File: src/rtl/alu_pkg.sv
// Shared definitions for the sequential ALU: op codes, flag bit positions and
// the control FSM state encoding.
package alu_pkg;

  typedef enum logic [3:0] {
    OP_AND   = 4'd0,
    OP_OR    = 4'd1,
    OP_XOR   = 4'd2,
    OP_NOT   = 4'd3,
    OP_ADD   = 4'd4,
    OP_ADDU  = 4'd5,
    OP_ADDC  = 4'd6,
    OP_ADDCU = 4'd7,
    OP_SUB   = 4'd8,
    OP_CMP   = 4'd9,
    OP_CMPU  = 4'd10,
    OP_MOV   = 4'd11,
    OP_LSH   = 4'd12,
    OP_ASH   = 4'd13
  } op_e;

  localparam int FLAG_Z = 4;
  localparam int FLAG_C = 3;
  localparam int FLAG_F = 2;
  localparam int FLAG_N = 1;
  localparam int FLAG_L = 0;

  typedef enum logic {
    IDLE  = 1'b0,
    SHIFT = 1'b1
  } state_e;

  function automatic logic op_is_shift(input logic [3:0] code);
    return (code == OP_LSH) || (code == OP_ASH);
  endfunction

endpackage

File: src/rtl/alu_shift_unit.sv
// Iterative one-bit-per-cycle shifter. Loads on start, shifts while the
// counter is non-zero and raises done once the counter has drained.
module alu_shift_unit
  import alu_pkg::*;
#(
  parameter int WIDTH = 16,
  parameter int SHW   = $clog2(WIDTH)
) (
  input  logic             clk,
  input  logic             reset_n,
  input  logic             start,
  input  logic             left,
  input  logic             arith,
  input  logic [SHW:0]     amount,
  input  logic [WIDTH-1:0] din,
  output logic             done,
  output logic [WIDTH-1:0] dout,
  output logic             last_out
);

  localparam logic [SHW:0] CNT_ONE = {{SHW{1'b0}}, 1'b1};

  logic             active;
  logic [SHW:0]     cnt;
  logic             left_q;
  logic             arith_q;
  logic             last_q;
  logic [WIDTH-1:0] data;

  always_ff @(posedge clk) begin
    if (!reset_n) begin
      active <= 1'b0;
      cnt    <= '0;
    end else if (start) begin
      active <= 1'b1;
      cnt    <= amount;
    end else if (active) begin
      if (cnt == '0) begin
        active <= 1'b0;
      end else begin
        cnt <= cnt - CNT_ONE;
      end
    end
  end

  // Arithmetic right shifts replicate the sign bit; left shifts always fill zero.
  always_ff @(posedge clk) begin
    if (start) begin
      data    <= din;
      left_q  <= left;
      arith_q <= arith;
      last_q  <= 1'b0;
    end else if (active && (cnt != '0)) begin
      if (left_q) begin
        last_q <= data[WIDTH-1];
        data   <= {data[WIDTH-2:0], 1'b0};
      end else begin
        last_q <= data[0];
        data   <= {arith_q & data[WIDTH-1], data[WIDTH-1:1]};
      end
    end
  end

  assign done     = active && (cnt == '0);
  assign dout     = data;
  assign last_out = last_q;

endmodule

File: src/rtl/alu_seq.sv
// Registered ALU with valid/ready input, internal ZCFNL flag register and an
// iterative shifter for non-zero shift amounts.
module alu_seq
  import alu_pkg::*;
#(
  parameter int WIDTH = 16,
  parameter int SHW   = $clog2(WIDTH)
) (
  input  logic             clk,
  input  logic             reset_n,
  input  logic             in_valid,
  output logic             in_ready,
  input  logic [3:0]       op,
  input  logic [WIDTH-1:0] a,
  input  logic [WIDTH-1:0] b,
  output logic             out_valid,
  output logic [WIDTH-1:0] out_result,
  output logic             out_result_we,
  output logic [4:0]       flags
);

  localparam logic [SHW:0] AMT_ONE = {{SHW{1'b0}}, 1'b1};

  function automatic logic add_ovf(input logic sa, input logic sb, input logic sr);
    return (sa == sb) && (sr != sa);
  endfunction

  function automatic logic sub_ovf(input logic sa, input logic sb, input logic sr);
    return (sa != sb) && (sr != sa);
  endfunction

  state_e state, state_nxt;

  logic             accept;
  logic             shift_start;
  logic             shift_done;
  logic             shift_emit;
  logic [SHW:0]     b_amt;
  logic [SHW:0]     sh_mag;
  logic [WIDTH-1:0] sh_dout;
  logic             sh_last;
  logic [4:0]       sh_flags;

  // Shift amount is two's complement in B[SHW:0]; the sign picks the direction.
  assign b_amt       = b[SHW:0];
  assign sh_mag      = b_amt[SHW] ? (~b_amt + AMT_ONE) : b_amt;
  assign in_ready    = (state == IDLE) || shift_done;
  assign accept      = in_valid && in_ready;
  assign shift_start = accept && op_is_shift(op) && (b_amt != '0);
  assign shift_emit  = (state == SHIFT) && shift_done;

  alu_shift_unit #(
    .WIDTH(WIDTH),
    .SHW  (SHW)
  ) u_shift (
    .clk     (clk),
    .reset_n (reset_n),
    .start   (shift_start),
    .left    (~b_amt[SHW]),
    .arith   (op == OP_ASH),
    .amount  (sh_mag),
    .din     (a),
    .done    (shift_done),
    .dout    (sh_dout),
    .last_out(sh_last)
  );

  always_ff @(posedge clk) begin
    if (!reset_n) begin
      state <= IDLE;
    end else begin
      state <= state_nxt;
    end
  end

  always_comb begin
    state_nxt = state;
    case (state)
      IDLE:    if (shift_start) state_nxt = SHIFT;
      SHIFT:   if (shift_done) state_nxt = shift_start ? SHIFT : IDLE;
      default: state_nxt = IDLE;
    endcase
  end

  // ---- stage p0: capture accepted single-cycle operation ----
  logic             vld_p0;
  logic [3:0]       op_p0;
  logic [WIDTH-1:0] a_p0;
  logic [WIDTH-1:0] b_p0;

  always_ff @(posedge clk) begin
    if (!reset_n) begin
      vld_p0 <= 1'b0;
    end else begin
      vld_p0 <= accept && !shift_start;
    end
  end

  always_ff @(posedge clk) begin
    if (accept) begin
      op_p0 <= op;
      a_p0  <= a;
      b_p0  <= b;
    end
  end

  // ---- stage p1: evaluate op against the live flag register ----
  logic signed [WIDTH-1:0] a_s_p0;
  logic signed [WIDTH-1:0] b_s_p0;
  logic                    carry_in;
  logic [WIDTH:0]          sum_p0;
  logic [WIDTH:0]          diff_p0;
  logic [WIDTH-1:0]        res_p1;
  logic [4:0]              flags_p1;
  logic                    we_p1;
  logic                    upd_p1;
  logic                    cmp_op;

  assign a_s_p0   = a_p0;
  assign b_s_p0   = b_p0;
  assign carry_in = ((op_p0 == OP_ADDC) || (op_p0 == OP_ADDCU)) && flags[FLAG_C];
  assign sum_p0   = {1'b0, a_p0} + {1'b0, b_p0} + {{WIDTH{1'b0}}, carry_in};
  assign diff_p0  = {1'b0, a_p0} - {1'b0, b_p0};
  assign cmp_op   = (op_p0 == OP_CMP) || (op_p0 == OP_CMPU);

  always_comb begin
    res_p1   = a_p0;
    flags_p1 = '0;
    we_p1    = 1'b1;
    upd_p1   = 1'b1;
    case (op_p0)
      OP_AND:  res_p1 = a_p0 & b_p0;
      OP_OR:   res_p1 = a_p0 | b_p0;
      OP_XOR:  res_p1 = a_p0 ^ b_p0;
      OP_NOT:  res_p1 = ~a_p0;
      OP_ADD: begin
        res_p1           = sum_p0[WIDTH-1:0];
        flags_p1[FLAG_F] = add_ovf(a_p0[WIDTH-1], b_p0[WIDTH-1], sum_p0[WIDTH-1]);
      end
      OP_ADDU: begin
        res_p1           = sum_p0[WIDTH-1:0];
        flags_p1[FLAG_C] = sum_p0[WIDTH];
      end
      OP_ADDC: begin
        res_p1           = sum_p0[WIDTH-1:0];
        flags_p1[FLAG_F] = add_ovf(a_p0[WIDTH-1], b_p0[WIDTH-1], sum_p0[WIDTH-1]);
        flags_p1[FLAG_C] = sum_p0[WIDTH];
      end
      OP_ADDCU: begin
        res_p1           = sum_p0[WIDTH-1:0];
        flags_p1[FLAG_C] = sum_p0[WIDTH];
      end
      OP_SUB: begin
        res_p1           = diff_p0[WIDTH-1:0];
        flags_p1[FLAG_F] = sub_ovf(a_p0[WIDTH-1], b_p0[WIDTH-1], diff_p0[WIDTH-1]);
        flags_p1[FLAG_C] = diff_p0[WIDTH];
      end
      OP_CMP, OP_CMPU: begin
        res_p1           = '0;
        we_p1            = 1'b0;
        flags_p1[FLAG_N] = a_s_p0 < b_s_p0;
        flags_p1[FLAG_L] = a_p0 < b_p0;
      end
      OP_MOV:         res_p1 = b_p0;
      OP_LSH, OP_ASH: res_p1 = a_p0;
      default: begin
        we_p1  = 1'b0;
        upd_p1 = 1'b0;
      end
    endcase
    flags_p1[FLAG_Z] = cmp_op ? (a_p0 == b_p0) : (res_p1 == '0);
  end

  always_comb begin
    sh_flags         = '0;
    sh_flags[FLAG_Z] = (sh_dout == '0);
    sh_flags[FLAG_C] = sh_last;
  end

  // ---- output register: single-cycle result or finished shift ----
  always_ff @(posedge clk) begin
    if (!reset_n) begin
      out_valid     <= 1'b0;
      out_result_we <= 1'b0;
      out_result    <= '0;
      flags         <= '0;
    end else begin
      out_valid     <= 1'b0;
      out_result_we <= 1'b0;
      if (shift_emit) begin
        out_valid     <= 1'b1;
        out_result_we <= 1'b1;
        out_result    <= sh_dout;
        flags         <= sh_flags;
      end else if (vld_p0) begin
        out_valid     <= 1'b1;
        out_result_we <= we_p1;
        if (upd_p1) begin
          out_result <= res_p1;
          flags      <= flags_p1;
        end
      end
    end
  end

endmodule

File: config.mk
export PLATFORM = sky130hd
export DESIGN_NAME = alu_seq
export DESIGN_NICKNAME = d
export VERILOG_FILES = /design/src/rtl/alu_pkg.sv /design/src/rtl/alu_shift_unit.sv /design/src/rtl/alu_seq.sv
export SDC_FILE = /design/constraint.sdc
export NUM_CORES = 1
export LEC_CHECK = 0
export ABC_AREA = 1
export CAP_MARGIN = 10
export CORE_MARGIN = 4
export CORE_UTILIZATION = 25
export CTS_BUF_LIST = sky130_fd_sc_hd__clkbuf_16
export DETAILED_ROUTE_END_ITERATION = 12
export HOLD_SLACK_MARGIN = 0.08
export PLACE_DENSITY = 0.41
export SKIP_LAST_GASP = 1
export SLEW_MARGIN = 15
export SYNTH_ARGS = -nofsm -noshare
export SYNTH_HDL_FRONTEND = slang
export SYNTH_SLANG_ARGS = --single-unit
File: constraint.sdc
create_clock -name clk -period 5.57 [get_ports clk]
set_input_delay 1.3925 -clock clk [delete_from_list [all_inputs] [get_ports clk]]
set_output_delay 1.3925 -clock clk [all_outputs]
set_load 0.01 [all_outputs]
Word level (Yosys, flattened, before mapping):

Index checks and enable logic that the tools add are counted.

* register bits: 86
* latch bits: 0
* memory bits (writable): 0
* memory bits (read-only): 0
* word-level logic and storage cells: 119
* memories: 0

* $add $sub $neg: 5
* multipliers: 0
* div/mod/pow operators: 0
* $lt $le $gt $ge: 2
* equality and inequality tests: 21
* shift-type cells: 0
* multiplexer cells: 31
* bitwise logic cells: 9
* reductions and logical operators: 35

Operators with widths (count)
* $pmux 16 s8: 1
* $mux 16: 6
* $mux 5: 7
* $eq 4x4->1 const B: 8
* $logic_not 16->1: 2
* $lt 16x16->1: 2
* $add 16x16->17: 1
* $add 17x1->17: 1
* $sub 16x16->17: 1
* $and 16x16->16: 1
* $eq 16x16->1: 1
* $eq 4x3->1 const B: 4
* $not 16->16: 1
* $or 16x16->16: 1
* $xor 16x16->16: 1
* $reduce_or 14->1: 1
* $mux 1: 13
* $reduce_or 12->1: 1
* $logic_and 1x1->1: 10
* $reduce_bool 5->1: 2
* $eq 4x2->1 const B: 2
* $reduce_bool 2->1: 4
* $pmux 1 s2: 3
* $reduce_and 2->1: 3
* 17 further kinds: 26

Depth between registers and ports, before layout:

Gate-level depths: netlist (run 1).

* depth after elaboration: 10
* gate-level depth with buffers: 20
* gate-level depth less buffers: 19

By module:

From an unflattened synthesis (run 1), not the netlist that was laid out.

* cells, all modules: 1047
* area, all modules: 6937.9 µm²

By module, submodules not included
* alu_seq: instances 1, cells an instance 894, area an instance 5661.7 µm², seq. area each 1581.5 µm²
* alu_shift_unit: instances 1, cells an instance 153, area an instance 1276.2 µm², seq. area each 680.7 µm²

Worst setup path after synthesis (run 1):

No wires, ideal clock.

* path type: in2reg
* start point: input in_valid
* end point: register u_shift.cnt[1]
* setup time: 0.095 ns
* arrival time: 3.358 ns
* slack: 2.117 ns
* cell stages on the path: 8
* path through: nand2_1 > inv_1 > nand3_1 > nand2_1 > inv_1 > nor2_2 > o211ai_1 > o31ai_1

* longest elaborated chain between the ends: 5
* elaborated cells on any way between the ends: 7

Ends and longest elaborated chain
* from (decl): line alu_seq.sv:11 `input logic in_valid,`
* $logic_and 1x1->1 *: line alu_seq.sv:48 `assign accept = in_valid && in_ready;`
* via accept: line alu_seq.sv:34 `logic accept;`
* $logic_and 1x1->1 * (2 in series): line alu_seq.sv:49 `assign shift_start = accept && op_is_shift(op) && (b_amt != '0);`
* $ne 2x2->1 (no source line) / $reduce_bool 2->1 (equally long branches)
* $reduce_and 2->1 (no source line)
* to (signal assigned): line alu_shift_unit.sv:36 `cnt <= amount;`
* to (signal assigned): line alu_shift_unit.sv:41 `cnt <= cnt - CNT_ONE;`
* to (decl): line alu_shift_unit.sv:24 `logic [SHW:0] cnt;`

The timed path passes the listed nets; every way through them passes the cells marked *.
A chain may end at the register's enable or synchronous reset.

Worst setup path in the final report (run 1):

* start point: register op_p0[2]
* end point: register flags[4]

* longest elaborated chain between the ends: 10
* elaborated cells on any way between the ends: 30

Ends and longest elaborated chain
* from (decl): line alu_seq.sv:87 `logic [3:0] op_p0;`
* from (signal assigned): line alu_seq.sv:101 `op_p0 <= op;`
* $eq 4x3->1: line alu_seq.sv:121, alu_seq.sv:131
* $logic_or 1x1->1: line alu_seq.sv:121 `assign carry_in = ((op_p0 == OP_ADDC) || (op_p0 == OP_ADDCU)) && flags[FLAG_C];`
* $logic_and 1x1->1: line alu_seq.sv:121
* $add 17x1->17: line alu_seq.sv:122 `assign sum_p0 = {1'b0, a_p0} + {1'b0, b_p0} + {{WIDTH{1'b0}}, carry_in};`
* $pmux 16 s8: line alu_seq.sv:131 `case (op_p0)`
* $logic_not 16->1: line alu_seq.sv:171 `flags_p1[FLAG_Z] = cmp_op ? (a_p0 == b_p0) : (res_p1 == '0);`
* $mux 1: line alu_seq.sv:171
* $mux 5: line alu_seq.sv:198 `if (upd_p1) begin`
* $mux 5: line alu_seq.sv:195 `end else if (vld_p0) begin`
* $mux 5: line alu_seq.sv:190 `if (shift_emit) begin`
* to (signal assigned): line alu_seq.sv:194 `flags <= sh_flags;`
* to (signal assigned): line alu_seq.sv:200 `flags <= flags_p1;`
* to (decl): line alu_seq.sv:19 `output logic [4:0] flags`

Several ways; a longest one is shown, not always the timed one. The select of a mux whose other input is x is not followed.

==> flow_summary_export.csv, run 1 <==
group,metric,value,unit
outcome,status,"completed",
power,ir_drop,0.141,mV
global_route,grt_max_degree,40,
critical_path,worstSetupPathType,"reg2reg",
logic_synthesis,netlist_instances,1013,
final_layout,fin_area,8090,µm²
route,routedWlPerCell,17.9,µm
timing,maxSlewHeadroom,37.9,%
logic_synthesis,yosys.area.top_type,"edfxtp_1",
place,place.detailed.hpwl,19.7,mm
logic_synthesis,synth_area_leaders,"edfxtp_1 (24%), nand2_1 (17%), dfxtp_1 (9.3%), ha_1 (9.1%), inv_1 (7.8%)",
place,dp_slack,1750,ps
final_layout,area_delta_synth_final,17.5,%
final_layout,antennaDiodeCount,0,
clock_network,cts_max_level,3,
timing,period_share,61.8,%
route,dr_total_vias,6619,
route,ant_nets,0,
global_route,antenna_found_initial,0,
power,power_density,229,nW/µm²
global_route,grt_use_total,16.5,%
timing,skew,8.30,ps
logic_synthesis,syn_nets,1105,
route,finalWirelength,25.2,mm
timing,final-max-slew-violation-count,0,
timing,clock.fmax,291,MHz
timing,min_period,3440,ps
logic_synthesis,synth-edff-count,54,
clock_network,path_clk_slew,80,ps
timing,setup_viol,0,
floorplanning,die_x,174,µm
timing,setup_tns,0,ps
place,place_congestion,0.879,
place,port-buffer-count,62,
hold_path,holdPathStages,2,
critical_path,reg2reg_slack,2130,ps
floorplanning,row_count,60,
critical_path,crit_fanout,17,
critical_path,reg2reg_from,"op_p0[2]$_DFFE_PP_",
floorplanning,floorplan.core_area,27000,µm²
critical_path,critPathMostFrequentCell,"nand3_1",
timing,setup_slack,2130,ps
global_route,grt_pass1_vias,6522,
floorplanning,die_h,174,µm
clock_network,cts_buffers,9,
logic_synthesis,yosysSeqAreaShare,32.9,%
route,drt_iter0_drc,467,
critical_path,crit_chain,"inv_2, nor2_2, buf_4, nand3_1, fa_1, fa_1, inv_1, nand3_1, nand3_1, nand3_1, nand3_1, nand2_1, nand3_1, nand3_1, nand2_1, nand2_1, nor2_1, nand4_1, a21oi_1",
route,route.detailed.drc,0,
hold_path,min_to,"out_result[6]$_SDFFE_PN0P_",
floorplanning,start_util,25.5,%
logic_synthesis,synth_seq_cells,86,
global_route,grt_pass1_wl,38.8,mm
clock_network,clock-root-buffer,"clkbuf_16",
critical_path,rr_worst_depth,19,
final_layout,nets,1151,
logic_synthesis,synth.most_common_cell,"nand2_1",
timing,final-hold-violation-count,0,
final_layout,final_layout_size_suffix_gt1_share,4.79,%
clock_network,post_cts_buffers,0,
clock_network,cts_sinks,86,
hold_path,min_from,"out_result[6]$_SDFFE_PN0P_",
clock_network,clockBufferDepth,2,
clock_network,postCtsResizedCells,0,
critical_path,max_stage_delay,600,ps
flow_run,max_cap_violations,0,
route,drtPass1Iterations,5,
critical_path,critPathSlowestCell,"edfxtp_1",
place,place_area,7790,µm²
critical_path,reg2reg_to,"flags[4]$_SDFFE_PN0P_",
clock_network,cts_tree,"yes",
floorplanning,ioPinCount,63,
clock_network,clk_latency,350,ps
logic_synthesis,mappedNetlistArea,6880,µm²
logic_synthesis,yosysTopAreaCellShare,23.6,%
critical_path,start_kind,"flip-flop",
critical_path,crit_path_end_kind,"flip-flop",
route,routed_via_density,4.71,
global_route,overflow,0,
clock_network,cts_hold_buf,0,
floorplanning,die-area,30200,µm²
power,p_leak,0.00365,µW
logic_synthesis,async_reset_ff_share,0,%
logic_synthesis,yosysWarningCount,0,
critical_path,required,5840,ps
logic_synthesis,ys_types,44,
logic_synthesis,synthFlopType,"edfxtp_1",
timing,rsz0062_at_grt,"no",
logic_synthesis,ys_top_cells_by_count,"nand2_1 (320), inv_1 (143), nand3_1 (94)",
logic_synthesis,avgSynthCellArea,6.79,µm²
timing,tightestPinTransition,930,ps
critical_path,critPathArrivalTime,3710,ps
hold_path,hp-class,"reg2reg",
registers in the layout, summed over array words and instances (netlist names), 4 cells and up:
name / flops
u_shift.cnt: 5
out_result: 16
a_p0: 16
b_p0: 16
op_p0: 4
u_shift.dout: 16
flags: 5
metal layers:
metal	up-vias	part of all wire, %	global-route usage [%]
met4	0	1.0	3.60
met2	193	46	27.4
met1	3025	48	23.3
met5	-	0	0
met3	19	4.4	1.72
li1	3382	-	-
power by group:
part,total [µW],internal [µW],switching [µW]
Sequential,746,713,33.1
Clock,615,332,283
Combinational,493,168,325
Total,1850,1210,641
logic make-up (layout without fill, tap and decap cells):
logic type / after synthesis / in the layout / synth area share, %
and+or+nand+nor: 552 / 552 / 34.0
buffers and inverters: 186 / 237 / 10.9
AOI/OAI and AO/OA: 129 / 129 / 11.3
DFF: 86 / 86 / 32.9
adders and majority gates: 53 / 53 / 9.96
xor gates and xnor gates: 7 / 7 / 0.891
critical path: cells and delay by family, from the launching register on:
kind	cells	cell delay, ps
adders and majority gates	2	820
DFF	1	600
and+or+nand+nor	13	1300
buffers and inverters	3	500
AOI/OAI and AO/OA	1	130
worst max-delay path by stage:
stage,from,to,slack (ps),cells after the start
after floorplan,in_valid,u_shift.cnt[1]$_SDFFE_PN0P_,2120,8
after global placement,in_valid,u_shift.dout[10]$_DFFE_PP_,1790,8
after detailed placement,b[0],u_shift.cnt[1]$_SDFFE_PN0P_,1750,13
after CTS,op_p0[2]$_DFFE_PP_,flags[4]$_SDFFE_PN0P_,2070,19
after global routing,op_p0[2]$_DFFE_PP_,flags[4]$_SDFFE_PN0P_,1750,19
final,op_p0[2]$_DFFE_PP_,flags[4]$_SDFFE_PN0P_,2130,19
placed cells by master (no fill, tap or decap), types with 3 or more instances in the layout:
master | Yosys | routed
nand2_1 | 320 | 320
inv_1 | 143 | 144
nand3_1 | 94 | 94
nor2_1 | 83 | 83
clkdlybuf4s50_1 | 0 | 62
edfxtp_1 | 54 | 54
ha_1 | 50 | 50
a31oi_1 | 32 | 32
dfxtp_1 | 32 | 32
a21oi_1 | 28 | 28
o21ai_0 | 23 | 23
o22ai_1 | 15 | 15
nand4_1 | 14 | 14
nor3_1 | 12 | 12
clkbuf_16 | 0 | 10
o21ai_1 | 9 | 9
inv_2 | 7 | 7
nand2_2 | 7 | 7
xor2_1 | 7 | 7
o211ai_1 | 6 | 6
nor2_2 | 6 | 6
buf_4 | 4 | 5
and2_1 | 4 | 4
nor4_1 | 4 | 4
clkinv_1 | 3 | 4
o21bai_1 | 3 | 3
nor3_2 | 3 | 3
fa_1 | 3 | 3
inv_6 | 0 | 3
per-stage QoR:
| stage | hold WS, ps | instances | util, % | power, µW |
|---|---|---|---|---|
| 6_report | 494 | 1405 | 29.9 | 1850 |
| 5_1_grt | 526 | 1405 | 29.9 | 1970 |
| 4_1_cts | 499 | 1405 | 29.9 | 1880 |
| 3_5_place_dp | 480 | 1389 | 28.8 | 1250 |
| 3_3_place_gp | 485 | 1389 | 28.8 | 1250 |
| 2_1_floorplan | 465 | 1013 | - | 1070 |
cell type report:
type | count | area (µm²)
fillers | 3025 | 18900
inverters | 154 | 581
multi-input cells | 741 | 3870
flip-flops and latches | 86 | 2260
clock buffers | 10 | 250
well taps | 341 | 427
repair buffers | 67 | 658
clock inverters | 6 | 41.3
(Power assumes the default switching activity.)
==> run 2: changes to the inputs <==
==> constraint.sdc (replaced) <==
create_clock -name clk -period 3.2 [get_ports clk]
set_input_delay 0.8 -clock clk [delete_from_list [all_inputs] [get_ports clk]]
set_output_delay 0.8 -clock clk [all_outputs]
set_load 0.01 [all_outputs]
==> flow_summary_export.csv, run 2 (synthesis results as in run 1) <==
group,metric,value,unit
clock_network,path_clk_slew,70,ps
final_layout,layout.cells.non_filler,1422,
flow_run,max_cap_violations,0,
clock_network,post_cts_buffers,0,
timing,timing.hold.ws,490,ps
global_route,overflow,0,
global_route,grt_max_degree,37,
route,routed_via_density,4.74,
clock_network,postCtsResizedCells,0,
timing,maxSlewHeadroom,49.7,%
timing,tightestPinTransition,746,ps
critical_path,crit_fanout,4,
critical_path,crit_chain,"nor2_2, nand3_1, fa_1, fa_1, inv_1, nand3_1, nand3_1, nand2_1, nand2_1, nand2_1, nand3_1, nand3_1, nand2_1, nand2_1, nor2_1, nand4_1, a21oi_1",
final_layout,fin_area,8240,µm²
critical_path,critPathArrivalTime,3160,ps
clock_network,clk_latency,350,ps
timing,clock.fmax,346,MHz
clock_network,cts_max_level,3,
timing,final-max-slew-violation-count,0,
power,power_density,398,nW/µm²
floorplanning,ioPinCount,63,
critical_path,worstSetupPathType,"reg2reg",
critical_path,critPathSlowestCell,"fa_1",
floorplanning,die_x,174,µm
final_layout,fill_cells,2993,
final_layout,final_common_cell,"nand2_1",
hold_path,hp-class,"reg2reg",
timing,rsz0062_at_grt,"no",
global_route,grt_pass1_wl,39.2,mm
route,routedWlPerCell,17.8,µm
clock_network,clockBufferDepth,2,
route,ant_nets,0,
floorplanning,row_count,60,
place,place_area,7940,µm²
final_layout,area_delta_synth_final,19.7,%
place,place.detailed.hpwl,20.1,mm
clock_network,cts_tree,"yes",
floorplanning,floorplan.core_area,27000,µm²
outcome,status,"completed",
final_layout,layout_common_cells,"nand2_1 (320), inv_1 (144), nand3_1 (94), nor2_1 (83), clkdlybuf4s50_1 (62)",
place,dp_slack,196,ps
critical_path,path_buf_inv,1,
timing,final-hold-violation-count,0,
critical_path,max_stage_delay,430,ps
clock_network,cts_buffers,9,
global_route,grt_pass1_vias,6711,
power,ir_drop,0.213,mV
final_layout,nets,1168,
critical_path,required,3470,ps
floorplanning,start_util,25.5,%
timing,skew,16.2,ps
global_route,grt_use_total,16.6,%
route,drt_iter0_drc,436,
clock_network,cts_hold_buf,0,
timing,period_share,90.4,%
timing,setup_tns,0,ps
critical_path,critPathTopFamily,"simple AND/OR/NAND/NOR gates",
route,drtPass1Iterations,5,
timing,setup_slack,308,ps
power,p_leak,0.00374,µW
route,finalWirelength,25.3,mm
critical_path,start_kind,"flip-flop",
route,route.detailed.drc,0,
place,place_congestion,0.885,
clock_network,clock-root-buffer,"clkbuf_16",
floorplanning,die-area,30200,µm²
timing,setup_viol,0,
final_layout,final_layout_size_suffix_gt1_share,6.38,%
place,port-buffer-count,62,
clock_network,cts_sinks,86,
place,dp.cells,1406,
timing,min_period,2890,ps
critical_path,crit_path_end_kind,"flip-flop",
route,dr_total_vias,6738,
final_layout,antennaDiodeCount,0,
floorplanning,die_h,174,µm
global_route,antenna_found_initial,0,
==> run 2: per-stage QoR <==
step	utilization (%)	power (µW)
final	30.5	3280
after global routing	30.5	3470
after CTS	30.5	3320
after detailed placement	29.4	2190
after global placement	29.4	2200
after floorplan	-	1860
==> run 2: report_power, final <==
part	switching [µW]	internal [µW]	total [µW]
Clock	515	590	1100
Combinational	575	307	882
Sequential	52.3	1240	1290
Total	1140	2140	3280
==> run 2: final timing paths <==
kind / start / to / slack, ps / cells past startpoint
hold reg to reg: out_result[6]$_SDFFE_PN0P_ / out_result[6]$_SDFFE_PN0P_ / 490 / 2
setup / recovery: op_p0[3]$_DFFE_PP_ / flags[4]$_SDFFE_PN0P_ / 310 / 17
hold / removal: out_result[6]$_SDFFE_PN0P_ / out_result[6]$_SDFFE_PN0P_ / 490 / 2
setup reg to reg: op_p0[3]$_DFFE_PP_ / flags[4]$_SDFFE_PN0P_ / 310 / 17
==> run 2: area by class of cell <==
class / count / area [µm²] / share of cell area (%)
flip-flops and latches: 86 / 2260 / 27.5
multi-input cells: 741 / 3870 / 46.9
well taps: 341 / 427 / 5.18
repair buffers: 84 / 798 / 9.69
inverters: 154 / 581 / 7.05
clock buffers: 10 / 250 / 3.04
clock inverters: 6 / 52.6 / 0.638
==> run 2: worst register-to-register path, stage by stage, from the launching register on <==
cell	delay, ps
edfxtp_1	410
nor2_2	140
nand3_1	90
fa_1	430
fa_1	400
inv_1	130
nand3_1	80
nand3_1	200
nand2_1	120
nand2_1	70
nand2_1	50
nand3_1	70
nand3_1	140
nand2_1	90
nand2_1	50
nor2_1	100
nand4_1	100
a21oi_1	150
==> run 2: layer usage <==
| metal | share of wire [%] | global-route usage, % | wire length [µm] | up-vias |
|---|---|---|---|---|
| met2 | 45 | 26.9 | 11400 | 179 |
| met1 | 49 | 23.4 | 12300 | 3106 |
| met4 | 2.1 | 4.88 | 524 | 0 |
| met3 | 4.2 | 1.83 | 1060 | 26 |
| met5 | 0 | 0 | 0 | - |
| li1 | - | - | - | 3427 |
==> run 3: changes to the inputs <==
--- a/config.mk
+++ b/config.mk
@@ -14,7 +14,7 @@
 export HOLD_SLACK_MARGIN = 0.08
 export PLACE_DENSITY = 0.41
 export SKIP_LAST_GASP = 1
-export SLEW_MARGIN = 15
+export SLEW_MARGIN = 20
 export SYNTH_ARGS = -nofsm -noshare
 export SYNTH_HDL_FRONTEND = slang
 export SYNTH_SLANG_ARGS = --single-unit
==> results of run 3 <==
No change in the layout: final DEF, timing and power equal those of run 2.
